[src/rtl/fifo_deser_pkg.sv]
// Shared constants for the serial link word FIFOs (transmit and receive sides).
// Default geometry plus the on-wire bit ordering.
package fifo_deser_pkg;

    localparam int unsigned DEF_DATA_W    = 8;
    localparam int unsigned DEF_ADDR_W    = 5;
    localparam int unsigned DEF_BIT_CNT_W = 3;

    // Bit 0 of each word travels first on the wire.
    localparam bit LSB_FIRST = 1'b1;

endpackage

[src/rtl/fifo_deser_bit_deserializer.sv]
// Assembles serial bits into DATA_W-bit words; flags words cut short by a gap in valid.
module bit_deserializer
    import fifo_deser_pkg::*;
#(
    parameter int unsigned DATA_W    = DEF_DATA_W,
    parameter int unsigned BIT_CNT_W = DEF_BIT_CNT_W
) (
    input  logic              clk,
    input  logic              rst_n,
    input  logic              ser_in,
    input  logic              ser_in_valid,
    output logic [DATA_W-1:0] word,
    output logic              word_valid,
    output logic              frame_err
);

    logic [DATA_W-1:0]    shift_q, shift_d;
    logic [BIT_CNT_W-1:0] bit_cnt_q, bit_cnt_d;
    logic [BIT_CNT_W-1:0] bit_idx;
    logic                 frame_err_q, frame_err_d;

    assign bit_idx = LSB_FIRST ? bit_cnt_q : BIT_CNT_W'(DATA_W - 1) - bit_cnt_q;

    // The completing bit is merged combinationally so the word is written on its own edge.
    always_comb begin
        word          = shift_q;
        word[bit_idx] = ser_in;
    end

    assign word_valid = ser_in_valid && (bit_cnt_q == BIT_CNT_W'(DATA_W - 1));

    always_comb begin
        shift_d     = shift_q;
        bit_cnt_d   = bit_cnt_q;
        frame_err_d = 1'b0;
        if (ser_in_valid) begin
            shift_d   = word_valid ? '0 : word;
            bit_cnt_d = bit_cnt_q + 1'b1;
        end else if (bit_cnt_q != '0) begin
            shift_d     = '0;
            bit_cnt_d   = '0;
            frame_err_d = 1'b1;
        end
    end

    always_ff @(posedge clk or negedge rst_n) begin
        if (!rst_n) begin
            shift_q     <= '0;
            bit_cnt_q   <= '0;
            frame_err_q <= 1'b0;
        end else begin
            shift_q     <= shift_d;
            bit_cnt_q   <= bit_cnt_d;
            frame_err_q <= frame_err_d;
        end
    end

    assign frame_err = frame_err_q;

endmodule

[src/rtl/fifo_deser.sv]
// Serial-in, word-out receive FIFO: deserializer feeding a circular buffer with a registered
// read port and level/empty/full/overflow status.
module fifo_deser
    import fifo_deser_pkg::*;
#(
    parameter int unsigned DATA_W    = DEF_DATA_W,
    parameter int unsigned ADDR_W    = DEF_ADDR_W,
    parameter int unsigned BIT_CNT_W = DEF_BIT_CNT_W
) (
    input  logic              clk,
    input  logic              rst_n,
    input  logic              ser_in,
    input  logic              ser_in_valid,
    input  logic              rd_en,
    output logic [DATA_W-1:0] data_out,
    output logic              data_out_valid,
    output logic              empty,
    output logic              full,
    output logic [ADDR_W:0]   level,
    output logic              overflow,
    output logic              frame_err
);

    localparam int unsigned Depth = 2 ** ADDR_W;

    logic [DATA_W-1:0] word;
    logic              word_valid;

    bit_deserializer #(
        .DATA_W   (DATA_W),
        .BIT_CNT_W(BIT_CNT_W)
    ) u_deser (
        .clk         (clk),
        .rst_n       (rst_n),
        .ser_in      (ser_in),
        .ser_in_valid(ser_in_valid),
        .word        (word),
        .word_valid  (word_valid),
        .frame_err   (frame_err)
    );

    logic [DATA_W-1:0] mem [Depth];
    logic [ADDR_W-1:0] wr_ptr_q, rd_ptr_q;
    logic [ADDR_W:0]   level_q, level_d;
    logic              empty_q, full_q, overflow_q;
    logic [DATA_W-1:0] data_out_q;
    logic              data_out_valid_q;
    logic              do_pop, do_write;

    // A pop frees a slot in the same cycle, so a full buffer can still accept a write.
    assign do_pop   = rd_en && !empty_q;
    assign do_write = word_valid && (!full_q || do_pop);

    always_comb begin
        level_d = level_q;
        if (do_write && !do_pop) begin
            level_d = level_q + 1'b1;
        end else if (do_pop && !do_write) begin
            level_d = level_q - 1'b1;
        end
    end

    always_ff @(posedge clk) begin
        if (do_write) begin
            mem[wr_ptr_q] <= word;
        end
    end

    always_ff @(posedge clk or negedge rst_n) begin
        if (!rst_n) begin
            wr_ptr_q         <= '0;
            rd_ptr_q         <= '0;
            level_q          <= '0;
            empty_q          <= 1'b1;
            full_q           <= 1'b0;
            overflow_q       <= 1'b0;
            data_out_q       <= '0;
            data_out_valid_q <= 1'b0;
        end else begin
            if (do_write) begin
                wr_ptr_q <= wr_ptr_q + 1'b1;
            end
            if (do_pop) begin
                rd_ptr_q   <= rd_ptr_q + 1'b1;
                data_out_q <= mem[rd_ptr_q];
            end
            level_q          <= level_d;
            empty_q          <= (level_d == '0);
            full_q           <= (level_d == (ADDR_W + 1)'(Depth));
            overflow_q       <= word_valid && full_q && !do_pop;
            data_out_valid_q <= do_pop;
        end
    end

    assign data_out       = data_out_q;
    assign data_out_valid = data_out_valid_q;
    assign empty          = empty_q;
    assign full           = full_q;
    assign level          = level_q;
    assign overflow       = overflow_q;

endmodule

[config.mk]
export PLATFORM = sky130hd
export DESIGN_NAME = fifo_deser
export DESIGN_NICKNAME = d
export VERILOG_FILES = /design/src/rtl/fifo_deser_pkg.sv /design/src/rtl/fifo_deser_bit_deserializer.sv /design/src/rtl/fifo_deser.sv
export SDC_FILE = /design/constraint.sdc
export NUM_CORES = 1
export LEC_CHECK = 0
export ABC_AREA = 1
export BUFFER_PORTS_ARGS = -buffer_cell sky130_fd_sc_hd__buf_4
export CORE_ASPECT_RATIO = 0.7
export CORE_UTILIZATION = 50
export DETAILED_ROUTE_END_ITERATION = 12
export PLACE_DENSITY = 0.66
export SYNTH_ARGS = -nofsm -noshare
export SYNTH_HDL_FRONTEND = slang
export SYNTH_HIERARCHICAL = 1
export SYNTH_SLANG_ARGS = --single-unit
[constraint.sdc]
create_clock -name clk -period 6.72 [get_ports clk]
set_input_delay 1.008 -clock clk [delete_from_list [all_inputs] [get_ports clk]]
set_output_delay 1.008 -clock clk [all_outputs]
set_load 0.1 [all_outputs]
==> summary.txt, run 1 <==
Status
  – Run status: finished, final reports clean

Synthesis
  – Synthesized area per cell: 10.4 um^2
  – Yosys Warn Count: 6
  – Number of distinct library cells after synthesis: 34
  – Post-synthesis instance total: 1256
  – Proportion of netlist area held by the largest area contributor: 0.591
  – Syn_nets: 1271
  – Synth area leader: edfxtp_1
  – Synthesized area: 13000 um^2
  – Yosys reg bits: 296
  – Seq/Total Area, Yosys: 0.668
  – Area contributors post-synth: edfxtp_1 59%, nand2_1 10%, dfrtp_1 7.5%

Floorplanning
  – Area of the die: 26700 um^2
  – Die Y: 137 um
  – Initial core utilization: 0.518
  – Core area: 25100 um^2
  – Chip width: 195 um
  – Io pins: 24
  – Row count: 48

Global routing
  – Routing usage on met3: 0.0665
  – Met1 Track Usage GR: 0.369
  – Number of global-route vias before repair: 8007
  – First-pass GRT wire length: 46800 um
  – Largest net degree at the start of global routing: 122
  – Initial antenna violation count: 2
  – GR Util All Layers: 0.237
  – GRT overflow: 0
  – Met2 GRT Util: 0.328
  – GRT Max-Usage Layer: met1

Placement
  – HPWL Detailed: 19000 um
  – Placement Setup Slack: 3530 ps
  – Routability cong.: 0.828
  – Area after DPL: 13300 um^2
  – Buffers on Ports: 23

Layout
  – Commonest non-fill, non-tap cell in the layout: nand2_1
  – N_diodes: 0
  – Synth-to-Final Area Change: 9.15%
  – Commonest cells after routing, fill and taps aside: 348 x nand2_1, 256 x edfxtp_1, 171 x nor2_1, 127 x nand3_1, 107 x inv_1
  – Seq. cell area: 8690 um^2
  – Area of the multi-input gates: 3510 um^2
  – Filler Cells Inserted: 2144
  – Layout cells sized above 1: 0.0812
  – Total Nets Final: 1274
  – Design area: 14200 um^2

Worst setup path
  – Largest fanout on the critical path: 11
  – R2R cell count: 8
  – R2r startpoint: u_deser/bit_cnt_q[1]
  – CP max stage cell: nor2_1
  – Slowest Stage Delay on Critical Path: 710 ps
  – Worst EP required: 6910 ps
  – Startpoint types: flip-flop
  – Worst R2R Setup Slack: 3580 ps
  – Crit end category: flip-flop
  – Cell chain of the critical path: ha_1, ha_1, nand2_1, inv_1, inv_1, a21oi_4, nand2_1, nor2_1
  – Worst reg2reg endpoint: mem[3][6]
  – Worst setup path class: flip-flop to flip-flop
  – Crit path max-delay family: simple AND/OR/NAND/NOR gates
  – Crit path DAT: 3330 ps
  – CP Buf/Inv Count: 2

Clock network
  – Deepest clock path buffer count: 3
  – Post_cts resized: 0
  – Root buffer cell: clkbuf_16
  – # clock sinks: 296
  – Post-CTS Setup Bufs: 0
  – CTS hold repair buffers: 0
  – Clk pin slew, worst setup/hold paths: 70 ps
  – Worst-Skew Late Latency: 550 ps
  – H-tree Lvls: 1
  – CTS tree: built
  – Inserted Clock Buffers: 28

Detailed routing
  – Antenna-violating nets left: 0
  – Starting DRC count in detailed routing: 1051
  – DR WL/cell: 19.2 um
  – Final wirelength: 30800 um
  – Drt pass-1 iters: 5
  – Vias per cell: 5.38
  – Via count: 8637
  – DRC viols: 0

Flow run
  – Max Cap Violations: 0

Power
  – Leakage power: 5.77 nW
  – Worst vdd ir: 259 uV
  – P per Cell Area: 448 nW/um^2

Min path
  – Worst Hold Class: input port to async pin

STA
  – Tmin final: 3140 ps
  – Final period utilization: 0.467
  – Clock Skew: 13.0 ps
  – Final worst slack: 3580 ps
  – Relative slew slack: 0.226
  – Setup-failing EPs final: 0
  – RSZ-0062 raised after global routing: false
  – Max Freq: 0.319 GHz
  – Slew Limit Fails: 0
  – Worst-margin pin slew: 1160 ps
  – Fin. Hold Viols: 0
  – Total negative setup slack: 0 ps
-- metal layers --
| metal | share of wire | wire (um) | vias up |
|---|---|---|---|
| met5 | 0 | 0 | - |
| met4 | 0.017 | 519 | 0 |
| met3 | 0.11 | 3500 | 43 |
| met2 | 0.41 | 12500 | 385 |
| met1 | 0.46 | 14300 | 4066 |
| li1 | - | - | 4143 |
-- synth_stat cells, drive strengths merged --
| master | count |
|---|---|
| xor2 | 11 |
| nand4 | 9 |
| or2 | 8 |
| a21oi | 18 |
| edfxtp | 256 |
| o21bai | 1 |
| dfstp | 1 |
| nand2 | 350 |
| ha | 10 |
| inv | 116 |
| o31ai | 1 |
| buf | 52 |
| o21ai | 61 |
| xnor2 | 1 |
| clkbuf | 6 |
| and2 | 9 |
| dfrtp | 39 |
| nand3 | 130 |
| nor2 | 174 |
| nor3 | 2 |
| clkinv | 1 |
-- cell type report --
| cell class | count | share of cell area |
|---|---|---|
| tap | 325 | 0.0286 |
| sequential | 296 | 0.612 |
| clock inverter | 20 | 0.0124 |
| inverter | 117 | 0.0313 |
| clock buffer | 32 | 0.0519 |
| multi-input combinational | 785 | 0.247 |
| timing repair buffer | 31 | 0.0164 |
-- registers in the layout, summed over array words and instances (netlist names) --
register,flops
data_out,8
data_out_valid,1
empty,1
full,1
level,6
mem,256
overflow,1
rd_ptr_q,5
u_deser/bit_cnt_q,3
u_deser/frame_err,1
u_deser/shift_q,8
wr_ptr_q,5
-- cells by family (layout without fill, tap and decap cells) --
logic type               count (synthesis)  in the layout  synth area share
flip-flops                             296            296             0.668
AO/OA/AOI/OAI                           81             81            0.0333
AND/OR/NAND/NOR                        682            682             0.218
buffers and inverters                  175            200            0.0628
XOR/XNOR                                12             12           0.00808
adder cells (fa/ha/maj)                 10             10           0.00962
-- report_power, final --
part | internal [mW] | switching, mW | leakage (nW)
logic | 0.558 | 1.77 | 2.50
registers | 2.29 | 0.163 | 2.82
clock network | 0.900 | 0.675 | 0.446
-- worst max-delay path by stage --
stage                          from         end  slack [ps]  depth (start not counted)
6_report       u_deser/bit_cnt_q[1]   mem[3][6]        3580                          8
3_5_place_dp           ser_in_valid  mem[30][4]        3530                          7
2_1_floorplan          ser_in_valid  mem[15][0]        4250                          7
4_1_cts        u_deser/bit_cnt_q[1]  mem[30][4]        3590                          8
5_1_grt        u_deser/bit_cnt_q[1]  mem[30][4]        3340                          8
3_3_place_gp           ser_in_valid   mem[4][3]        3600                          7
-- metrics by stage --
step / hold slack (ps) / utilization / std cells / power (mW)
5_1_grt: 479 / 0.566 / 1606 / 6.68
2_1_floorplan: 449 / - / 1256 / 4.13
3_5_place_dp: 470 / 0.529 / 1554 / 4.80
3_3_place_gp: 462 / 0.529 / 1554 / 4.78
6_report: 447 / 0.566 / 1606 / 6.36
4_1_cts: 449 / 0.566 / 1606 / 6.37
(Power assumes the default switching activity.)
==> run 2, diff against run 1 <==
--- a/config.mk
+++ b/config.mk
@@ -5,12 +5,12 @@
 export SDC_FILE = /design/constraint.sdc
 export NUM_CORES = 1
 export LEC_CHECK = 0
-export ABC_AREA = 1
+export ABC_AREA = 0
 export BUFFER_PORTS_ARGS = -buffer_cell sky130_fd_sc_hd__buf_4
 export CORE_ASPECT_RATIO = 0.7
 export CORE_UTILIZATION = 50
 export DETAILED_ROUTE_END_ITERATION = 12
-export PLACE_DENSITY = 0.66
+export PLACE_DENSITY = 0.68
 export SYNTH_ARGS = -nofsm -noshare
 export SYNTH_HDL_FRONTEND = slang
 export SYNTH_HIERARCHICAL = 1
==> constraint.sdc (replaced) <==
create_clock -name clk -period 2.5 [get_ports clk]
set_input_delay 0.375 -clock clk [delete_from_list [all_inputs] [get_ports clk]]
set_output_delay 0.375 -clock clk [all_outputs]
set_load 0.1 [all_outputs]
==> run 2 against run 1 <==
Compared with the run above:
- hold slack got worse by 390 ps
- via count decreased by 24%
- fmax is 37% higher
- total power up 140%
- highest routed layer unchanged
- count of clock-buffer cells in the layout increased by 2
==> summary.txt, run 2 <==
Synthesis
  – Synthesized area per cell: 17.0 um^2 (+64%)
  – Post-synthesis instance total: 720 (-43%)
  – Number of distinct library cells after synthesis: 57 (+68%)
  – Seq/Total Area, Yosys: 0.710 (+0.0417)
  – Most frequent cells after synthesis: 256 x edfxtp_1, 80 x mux2i_1, 40 x nor2_1, 39 x dfrtp_1
  – Synthesized area: 12200 um^2 (-5.9%)
  – Most instantiated library cell after synthesis: edfxtp_1
  – Ys async rst share: 0.135 (unchanged)
  – Yosys Warn Count: 6 (unchanged)
  – Synth area leader: edfxtp_1
  – Post-synth EDFFs: 256 (unchanged)
  – Most common flop cell mapped by yosys: edfxtp_1
  – Syn_nets: 735 (-42%)
  – Yosys reg bits: 296 (unchanged)
  – Proportion of netlist area held by the largest area contributor: 0.628 (+0.0369)
  – Area contributors post-synth: edfxtp_1 63%, dfrtp_1 8.0%, mux2i_1 6.5%

STA
  – RSZ-0062 raised after global routing: false
  – Max Freq: 0.436 GHz (+37%)
  – Clock Skew: 16.8 ps (+3.77 ps)
  – Relative slew slack: 0.457 (+0.231)
  – Final period utilization: 0.918 (+0.451)
  – Slew Limit Fails: 0 (unchanged)
  – Total negative setup slack: 0 ps (unchanged)
  – Worst-margin pin slew: 814 ps (-346 ps)
  – Final worst slack: 204 ps (-3380 ps)
  – Hold Slack: 54.1 ps (-393 ps)
  – Setup-failing EPs final: 0 (unchanged)
  – Tmin final: 2300 ps (-843 ps)
  – Fin. Hold Viols: 0 (unchanged)

Detailed routing
  – Via count: 6595 (-24%)
  – DRC viols: 0 (unchanged)
  – DR WL/cell: 22.7 um (+18%)
  – Vias per cell: 5.85 (+8.7%)
  – Starting DRC count in detailed routing: 694 (-34%)
  – Drt pass-1 iters: 5 (unchanged)
  – Antenna-violating nets left: 0 (unchanged)
  – Final wirelength: 25600 um (-17%)

Worst setup path
  – Worst setup path class: flip-flop to flip-flop
  – Crit end category: flip-flop
  – Crit path DAT: 2710 ps (-620 ps)
  – Crit path max-delay family: buffers and inverters
  – CP max stage cell: dfrtp_4
  – Critical path origin: rd_ptr_q[0]
  – Worst R2R Setup Slack: 200 ps (-3380 ps)
  – CP endpoint: data_out[0]
  – Largest fanout on the critical path: 65 (+54)
  – Slowest Stage Delay on Critical Path: 430 ps (-280 ps)
  – CP Buf/Inv Count: 3 (+1)
  – R2r startpoint: rd_ptr_q[0]
  – Startpoint types: flip-flop
  – Critical path depth: 7 (-1)
  – R2R cell count: 7 (-1)
  – Worst EP required: 2920 ps (-3990 ps)
  – Worst reg2reg endpoint: data_out[0]
  – Cell chain of the critical path: buf_12, buf_12, mux2i_1, a221oi_1, a221oi_1, buf_4, nor3_1

Min path
  – Worst Hold Class: input port to flip-flop
  – Min-delay src: ser_in_valid

Layout
  – Synth-to-Final Area Change: 13.5%
  – Layout cells sized above 1: 0.196 (+0.115)
  – Biggest register: mem
  – Commonest cells after routing, fill and taps aside: 256 x edfxtp_1, 80 x mux2i_1, 78 x buf_4, 40 x nor2_1, 37 x dfrtp_1
  – Max reg flops: 256 (unchanged)
  – Non-Filler Instances: 1128 (-30%)
  – Commonest non-fill, non-tap cell in the layout: edfxtp_1
  – Total Nets Final: 804 (-37%)
  – N_diodes: 0 (unchanged)

Power
  – Leakage power: 5.02 nW (-13%)
  – P per Cell Area: 1120 nW/um^2 (+150%)
  – Worst vdd ir: 912 uV (+250%)
  – Tot Pwr: 15.5 mW (+140%)

Clock network
  – CTS tree: built
  – Root buffer cell: clkbuf_16
  – # clock sinks: 296 (unchanged)
  – Deepest clock path buffer count: 3 (unchanged)
  – H-tree Lvls: 1 (unchanged)
  – Clk pin slew, worst setup/hold paths: 70 ps (about the same)
  – Worst-Skew Late Latency: 540 ps (about the same)
  – Inserted Clock Buffers: 27 (-3.6%)
  – Post-CTS Setup Bufs: 0 (unchanged)

Global routing
  – GR Util All Layers: 0.210 (-0.0270)
  – Number of global-route vias before repair: 6731 (-16%)
  – First-pass GRT wire length: 39700 um (-15%)
  – Largest net degree at the start of global routing: 66 (-46%)
  – GRT overflow: 0 (unchanged)
  – Initial antenna violation count: 0 (-2)

Placement
  – Placed cell count: 1077 (-31%)
  – Placement Setup Slack: 131 ps (-3400 ps)
  – HPWL Detailed: 16200 um (-14%)
  – Buffers on Ports: 23 (unchanged)
  – Routability cong.: 0.863 (+4.3%)

Flow run
  – Max Cap Violations: 0 (unchanged)

Floorplanning
  – Io pins: 24 (unchanged)
  – Die Y: 133 um (-2.9%)
  – Initial core utilization: 0.514 (-0.00408)
  – Row count: 47 (-2.1%)
  – Area of the die: 25100 um^2 (-5.8%)
  – Chip width: 189 um (-3.0%)
  – Core area: 23800 um^2 (-5.1%)

Status
  – Run status: finished, final reports clean
## run 2: stage by stage
stage | cell area, um^2 | utilization
detailed placement | 13000 | 0.546
global placement | 13000 | 0.546
finish | 13900 | 0.583
floorplan | 12200 | -
global route | 13900 | 0.583
CTS | 13900 | 0.583
## run 2: repair_timing
item,4_1_cts,5_1_grt
setup endpoints to repair,0,163
hold endpoints to repair,39,0
resized for setup,0,6
hold buffers,1,0
## run 2: area by class of cell
cell class	count	area, um^2
fill	1770	9920
sequential	296	8690
multi-input combinational	367	3220
clock buffer	34	732
timing repair buffer	82	656
tap	318	398
clock inverter	16	141
inverter	15	56.3
## run 2: cells by family after synthesis
group                    Yosys count  synth area share
buffers and inverters             57            0.0288
flip-flops                       296             0.710
AO/OA/AOI/OAI                     99            0.0584
XOR/XNOR                          11           0.00787
AND/OR/NAND/NOR                  125            0.0522
multiplexers                     122             0.133
adder cells (fa/ha/maj)           10            0.0102
## run 2: worst min-delay path by stage
stage                        end  slack, ps  cells after the start
3_5_place_dp            level[3]        390                      1
4_1_cts        u_deser/frame_err         40                      2
6_report       u_deser/frame_err         50                      2
3_3_place_gp            level[5]        380                      1
5_1_grt        u_deser/frame_err         50                      2
2_1_floorplan        data_out[0]         80                      0
## run 2: where the power goes
| part | switching [mW] | total (mW) | internal, mW |
|---|---|---|---|
| Sequential | 0.315 | 6.26 | 5.95 |
| Combinational | 3.32 | 5.21 | 1.89 |
| Clock | 1.74 | 4.03 | 2.29 |
| Total | 5.38 | 15.5 | 10.1 |
## run 2: routing by layer
layer / routed length, um / up-vias / track usage
li1: - / 2991 / -
met3: 1450 / 34 / 0.0268
met4: 374 / 0 / 0.0426
met5: 0 / - / 0
met1: 12400 / 3346 / 0.329
met2: 11400 / 224 / 0.318
